<file path="src/rtl/grid_pkg.sv">
// Shared grid geometry and reader FSM encoding for grid_reader and its scan counter.
package grid_pkg;

  localparam int GRID_SIZE  = 28;
  localparam int GRID_CELLS = GRID_SIZE * GRID_SIZE;
  localparam int ADDR_W     = 10;

  typedef enum logic [2:0] {
    IDLE = 3'd0,
    READ = 3'd1,
    WAIT = 3'd2,
    SEND = 3'd3,
    DONE = 3'd4
  } state_t;

endpackage

</file>
<file path="src/rtl/grid_scan_counter.sv">
// Row-major x/y/index stepper: index advances by one per step, x wraps into y.
// The linear index is carried alongside x/y so no multiplier is ever needed.
module grid_scan_counter #(
  parameter int GRID_SIZE = grid_pkg::GRID_SIZE
) (
  input  logic                        CLOCK_50,
  input  logic                        reset,
  input  logic                        clear,
  input  logic                        step,
  output logic [grid_pkg::ADDR_W-1:0] x,
  output logic [grid_pkg::ADDR_W-1:0] y,
  output logic [grid_pkg::ADDR_W-1:0] index,
  output logic                        last
);
  import grid_pkg::*;

  localparam int                CELLS      = GRID_SIZE * GRID_SIZE;
  localparam logic [ADDR_W-1:0] X_MAX      = ADDR_W'(GRID_SIZE - 1);
  localparam logic [ADDR_W-1:0] LAST_INDEX = ADDR_W'(CELLS - 1);

  always_ff @(posedge CLOCK_50 or posedge reset) begin
    if (reset) begin
      x     <= '0;
      y     <= '0;
      index <= '0;
    end else if (clear) begin
      x     <= '0;
      y     <= '0;
      index <= '0;
    end else if (step) begin
      index <= index + ADDR_W'(1);
      if (x == X_MAX) begin
        x <= '0;
        y <= y + ADDR_W'(1);
      end else begin
        x <= x + ADDR_W'(1);
      end
    end
  end

  assign last = (index == LAST_INDEX);

endmodule

</file>
<file path="src/rtl/grid_reader.sv">
// grid_reader: scans a GRID_SIZE x GRID_SIZE bit memory once per start and streams each cell as a pixel byte.
// Define GRID_READER_INK_COUNT_EN to build the set-cell counter on ink_count; otherwise it is tied to 0.
module grid_reader #(
  parameter int         GRID_SIZE = grid_pkg::GRID_SIZE,
  parameter logic [7:0] PIXEL_ON  = 8'd255,
  parameter logic [7:0] PIXEL_OFF = 8'd0
) (
  input  logic                        CLOCK_50,
  input  logic                        reset,
  input  logic                        start,
  input  logic                        abort,
  output logic                        busy,
  output logic                        done,
  output logic                        mem_rd,
  output logic [grid_pkg::ADDR_W-1:0] mem_addr,
  input  logic                        mem_data,
  output logic                        out_valid,
  input  logic                        out_ready,
  output logic [7:0]                  out_data,
  output logic [grid_pkg::ADDR_W-1:0] out_index,
  output logic                        out_last,
  output logic [grid_pkg::ADDR_W-1:0] ink_count
);
  import grid_pkg::*;

  state_t            state_reg;
  logic              accept;
  logic              handshake;
  logic              scan_clear;
  logic              scan_step;
  logic              scan_last;
  logic [ADDR_W-1:0] scan_x;
  logic [ADDR_W-1:0] scan_y;
  logic [ADDR_W-1:0] scan_index;
  logic              unused_xy;

  // abort wins over a simultaneous handshake, so it masks both the step and the ink increment
  assign accept     = (state_reg == IDLE) && start;
  assign handshake  = (state_reg == SEND) && out_ready && !abort;
  assign scan_clear = accept;
  assign scan_step  = handshake && !out_last;
  assign mem_addr   = scan_index;
  assign unused_xy  = ^{scan_x, scan_y};

  grid_scan_counter #(
    .GRID_SIZE(GRID_SIZE)
  ) u_scan (
    .CLOCK_50(CLOCK_50),
    .reset   (reset),
    .clear   (scan_clear),
    .step    (scan_step),
    .x       (scan_x),
    .y       (scan_y),
    .index   (scan_index),
    .last    (scan_last)
  );

  always_ff @(posedge CLOCK_50 or posedge reset) begin
    if (reset) begin
      state_reg <= IDLE;
      busy      <= 1'b0;
      done      <= 1'b0;
      mem_rd    <= 1'b0;
      out_valid <= 1'b0;
      out_data  <= '0;
      out_index <= '0;
      out_last  <= 1'b0;
    end else begin
      done <= 1'b0;
      if (state_reg != IDLE && abort) begin
        state_reg <= IDLE;
        busy      <= 1'b0;
        mem_rd    <= 1'b0;
        out_valid <= 1'b0;
      end else begin
        case (state_reg)
          IDLE: if (start) begin
            state_reg <= READ;
            busy      <= 1'b1;
            mem_rd    <= 1'b1;
          end
          READ: begin
            mem_rd    <= 1'b0;
            state_reg <= WAIT;
          end
          WAIT: begin
            out_data  <= mem_data ? PIXEL_ON : PIXEL_OFF;
            out_index <= scan_index;
            out_last  <= scan_last;
            out_valid <= 1'b1;
            state_reg <= SEND;
          end
          SEND: if (out_ready) begin
            out_valid <= 1'b0;
            if (out_last) begin
              state_reg <= DONE;
              done      <= 1'b1;
            end else begin
              state_reg <= READ;
              mem_rd    <= 1'b1;
            end
          end
          DONE: begin
            busy      <= 1'b0;
            state_reg <= IDLE;
          end
          default: state_reg <= IDLE;
        endcase
      end
    end
  end

`ifdef GRID_READER_INK_COUNT_EN
  logic [ADDR_W-1:0] ink_reg;

  always_ff @(posedge CLOCK_50 or posedge reset) begin
    if (reset) begin
      ink_reg <= '0;
    end else if (accept) begin
      ink_reg <= '0;
    end else if (handshake && out_data == PIXEL_ON) begin
      ink_reg <= ink_reg + ADDR_W'(1);
    end
  end

  assign ink_count = ink_reg;
`else
  assign ink_count = '0;
`endif

endmodule
</file>
<file path="config.mk">
export PLATFORM = sky130hd
export DESIGN_NAME = grid_reader
export DESIGN_NICKNAME = d
export VERILOG_FILES = /design/src/rtl/grid_pkg.sv /design/src/rtl/grid_scan_counter.sv /design/src/rtl/grid_reader.sv
export SDC_FILE = /design/constraint.sdc
export NUM_CORES = 1
export LEC_CHECK = 0
export CORE_MARGIN = 2
export CORE_UTILIZATION = 40
export CTS_CLUSTER_SIZE = 25
export DETAILED_ROUTE_END_ITERATION = 12
export GPL_ROUTABILITY_DRIVEN = 0
export PLACE_DENSITY_LB_ADDON = 0.15
export SLEW_MARGIN = 0
export SYNTH_ARGS = -nofsm -noshare
export SYNTH_HDL_FRONTEND = slang
export SYNTH_SLANG_ARGS = --single-unit
</file>
<file path="constraint.sdc">
create_clock -name CLOCK_50 -period 1.6 [get_ports CLOCK_50]
set_clock_uncertainty 0.05 [all_clocks]
set_input_delay 0.32 -clock CLOCK_50 [delete_from_list [all_inputs] [get_ports CLOCK_50]]
set_output_delay 0.32 -clock CLOCK_50 [all_outputs]
set_load 0.05 [all_outputs]
</file>
==> flow_metrics.env <==
export IMPL_status="finished, violations left"
export IMPL_violations="negative setup slack"
export IMPL_worstRegToRegCells=4
export IMPL_postRouteAntennaNets=0
export IMPL_critPathMaxFanout=4
export IMPL_num_vias=1175
export IMPL_antenna_found_initial=0
export IMPL_setup_ws_ns=-0.161
export IMPL_ys_flop_type="dfrtp_1"
export IMPL_fmax_mhz=568
export IMPL_layout_drive_gt1_share_pct=47.7
export IMPL_endpoint="u_scan.index[9]"
export IMPL_period_minus_slack_ns=1.76
export IMPL_drt_iter0_markers=34
export IMPL_cts_htree_levels=2
export IMPL_wire_per_inst_um=13.4
export IMPL_finalSetupViolCount=18
export IMPL_r2r_end="u_scan.index[9]"
export IMPL_post_route_util_pct=72.4
export IMPL_grt_pass1_wl_um=5560
export IMPL_timing_rr_start="state_reg[2]"
export IMPL_cts_buffers=5
export IMPL_overflow=0
export IMPL_cellPowerDensity_mw_per_mm2=1170
export IMPL_clk_insertion_delay_late_ns=0.33
export IMPL_clock_path_buffers=2
export IMPL_stdcell_count=241
export IMPL_grt_usage_pct=17.6
export IMPL_row_count=21
export IMPL_syn_avg_cell_area_sq_um=10.5
export IMPL_cts_root_buf="clkbuf_4"
export IMPL_crit_path_max_incr_delay_ns=0.41
export IMPL_hold_class="in -> async"
export IMPL_end_kind="flop"
export IMPL_cp_data_required_time_ns=1.82
export IMPL_synth_cell_types=35
export IMPL_synth_enable_flop_cells=0
export IMPL_cts_tree="yes"
export IMPL_crit_family="simple AND/OR/NAND/NOR gates"
export IMPL_reg2reg_setup_slack_ns=-0.16
export IMPL_grt_max_degree=30
export IMPL_drc_errors=0
export IMPL_areaGrowthSynthToFinish_pct=71.0
export IMPL_synthCells=138
export IMPL_layout_nets=201
export IMPL_cp_depth=4
export IMPL_io_buffer_count=38
export IMPL_ios=49
export IMPL_num_fill_cells=241
export IMPL_seq_area_sq_um=729
export IMPL_startpoint="state_reg[2]"
export IMPL_ys_ff_latch=29
export IMPL_netlist_area_sq_mm=0.00145
export IMPL_hold_viol=0
export IMPL_rsz0062_at_grt="yes"
export IMPL_pre_cts_slack_ns=-0.588
export IMPL_fin_crit_sh_pct=110
export IMPL_initial_core_util_pct=42.3
export IMPL_layout_commonest_cell="buf_12"
export IMPL_coreArea_sq_mm=0.00342
export IMPL_yosysSeqAreaShare_pct=50.2
export IMPL_antenna_cells=0
export IMPL_ys_warn_count=0
export IMPL_finalMaxSlewViolations=0
export IMPL_worstSetupPathType="reg -> reg"
export IMPL_postCtsHoldBufs=0
export IMPL_cap_violations=0
export IMPL_clkSinkCount=29
export IMPL_path_buf_inv=0
export IMPL_hpwlAfterDp_um=2340
export IMPL_final_cell_mix="buf_12 (33), dfrtp_1 (26), buf_4 (22), nor2_1 (12), mux2_2 (11)"
export IMPL_dieArea_sq_mm=0.00411
export IMPL_critPathMostFrequentCell="or3_4"
export IMPL_irDropWorstVdd_mv=0.602
export IMPL_total_power_mw=2.89
export IMPL_p_leak_nw=1.15
export IMPL_critPathLaunchType="flop"
export IMPL_crit_arrival_ns=1.98
export IMPL_die_h_um=64.1
export IMPL_ys_async_sr_fraction_pct=100
export IMPL_worstPathCellList="or3b_4 -> or3_4 -> or3_4 -> a21oi_2"
export IMPL_vias_per_cell=4.88
export IMPL_dp_cells=231
export IMPL_first_pass_iters=4
export IMPL_multi_input_area_sq_um=697
export IMPL_first_global_vias=1270
export IMPL_die_x_um=64.1
export IMPL_wirelength_um=3220
export IMPL_clkSlewWorstSetupHoldPaths_ns=0.09
export IMPL_slowest_stage="or3b_4"
-- routing by layer --
layer	part of all wire, %	track usage, %	wire [um]	vias up
met5	0	0	0	-
met4	1.1	6.12	34	0
met3	6.6	6.69	212	5
met2	52	30.9	1680	38
met1	40	19.3	1300	571
li1	-	-	-	561
-- repair_timing --
action	CTS	global route
endpoints found under the setup margin	19	18
buffers inserted	1	1
cloned	0	0
resized for setup	14	8
hold endpoints to repair	0	0
pin swaps	10	1
-- through the flow --
step,hold slack (ns),area (sq um),setup TNS [ns]
6_report,0.294,2470,-1.65
5_1_grt,0.358,2470,-2.45
4_1_cts,0.301,2430,-1.44
3_5_place_dp,0.462,2270,-10.34
3_3_place_gp,0.443,2270,-10.01
2_1_floorplan,0.348,1490,-1.99
-- report_power, final --
part | internal [mW] | leakage [nW] | switching (mW)
Clock | 0.254 | 0.0413 | 0.252
Sequential | 0.792 | 0.390 | 0.0558
Combinational | 0.684 | 0.720 | 0.848
Total | 1.73 | 1.15 | 1.16
-- synth_stat cells (all sizes together), types with 3 or more instances --
| cell type | instances | area, sq um |
|---|---|---|
| nand3 | 6 | 30.0 |
| mux2 | 11 | 124 |
| o21ai | 6 | 30.0 |
| nand2 | 6 | 22.5 |
| inv | 3 | 11.3 |
| dfrtp | 29 | 726 |
| xnor2 | 5 | 43.8 |
| nor4 | 5 | 31.3 |
| a21oi | 3 | 15.0 |
| clkbuf | 3 | 11.3 |
| buf | 20 | 143 |
| nor2 | 13 | 48.8 |
-- layout make-up --
cell class                 instances  area share, %
timing repair buffer              63           36.7
inverter                           3          0.455
multi-input combinational         92           28.2
tap                               46           2.33
clock buffer                       7           2.63
clock inverter                     1          0.202
sequential                        29           29.5
-- worst reg2reg max path: cells and delay by family, from the launching register on --
family | cells | cell delay (ns)
AND/OR/NAND/NOR | 3 | 1.13
flip-flops | 1 | 0.40
AO/OA/AOI/OAI | 1 | 0.12
-- logic make-up after synthesis --
group	synth area share, %
adder cells (fa/ha/maj)	0.865
multiplexers	9.95
AND/OR/NAND/NOR	15.8
flip-flops	50.2
XOR/XNOR	3.63
buffers and inverters	11.4
AO/OA/AOI/OAI	7.87
other	0.259
-- worst min-delay path by stage --
stage | cells past startpoint | slack (ns) | endpoint | startpoint
finish | 3 | 0.29 | done | reset
global route | 3 | 0.36 | out_data[6] | reset
CTS | 3 | 0.30 | out_data[6] | reset
detailed placement | 1 | 0.46 | out_data[6] | out_data[6]
global placement | 1 | 0.44 | out_data[6] | out_data[6]
floorplan | 1 | 0.35 | busy | reset
No activity file was read; power rests on OpenSTA's default activity.
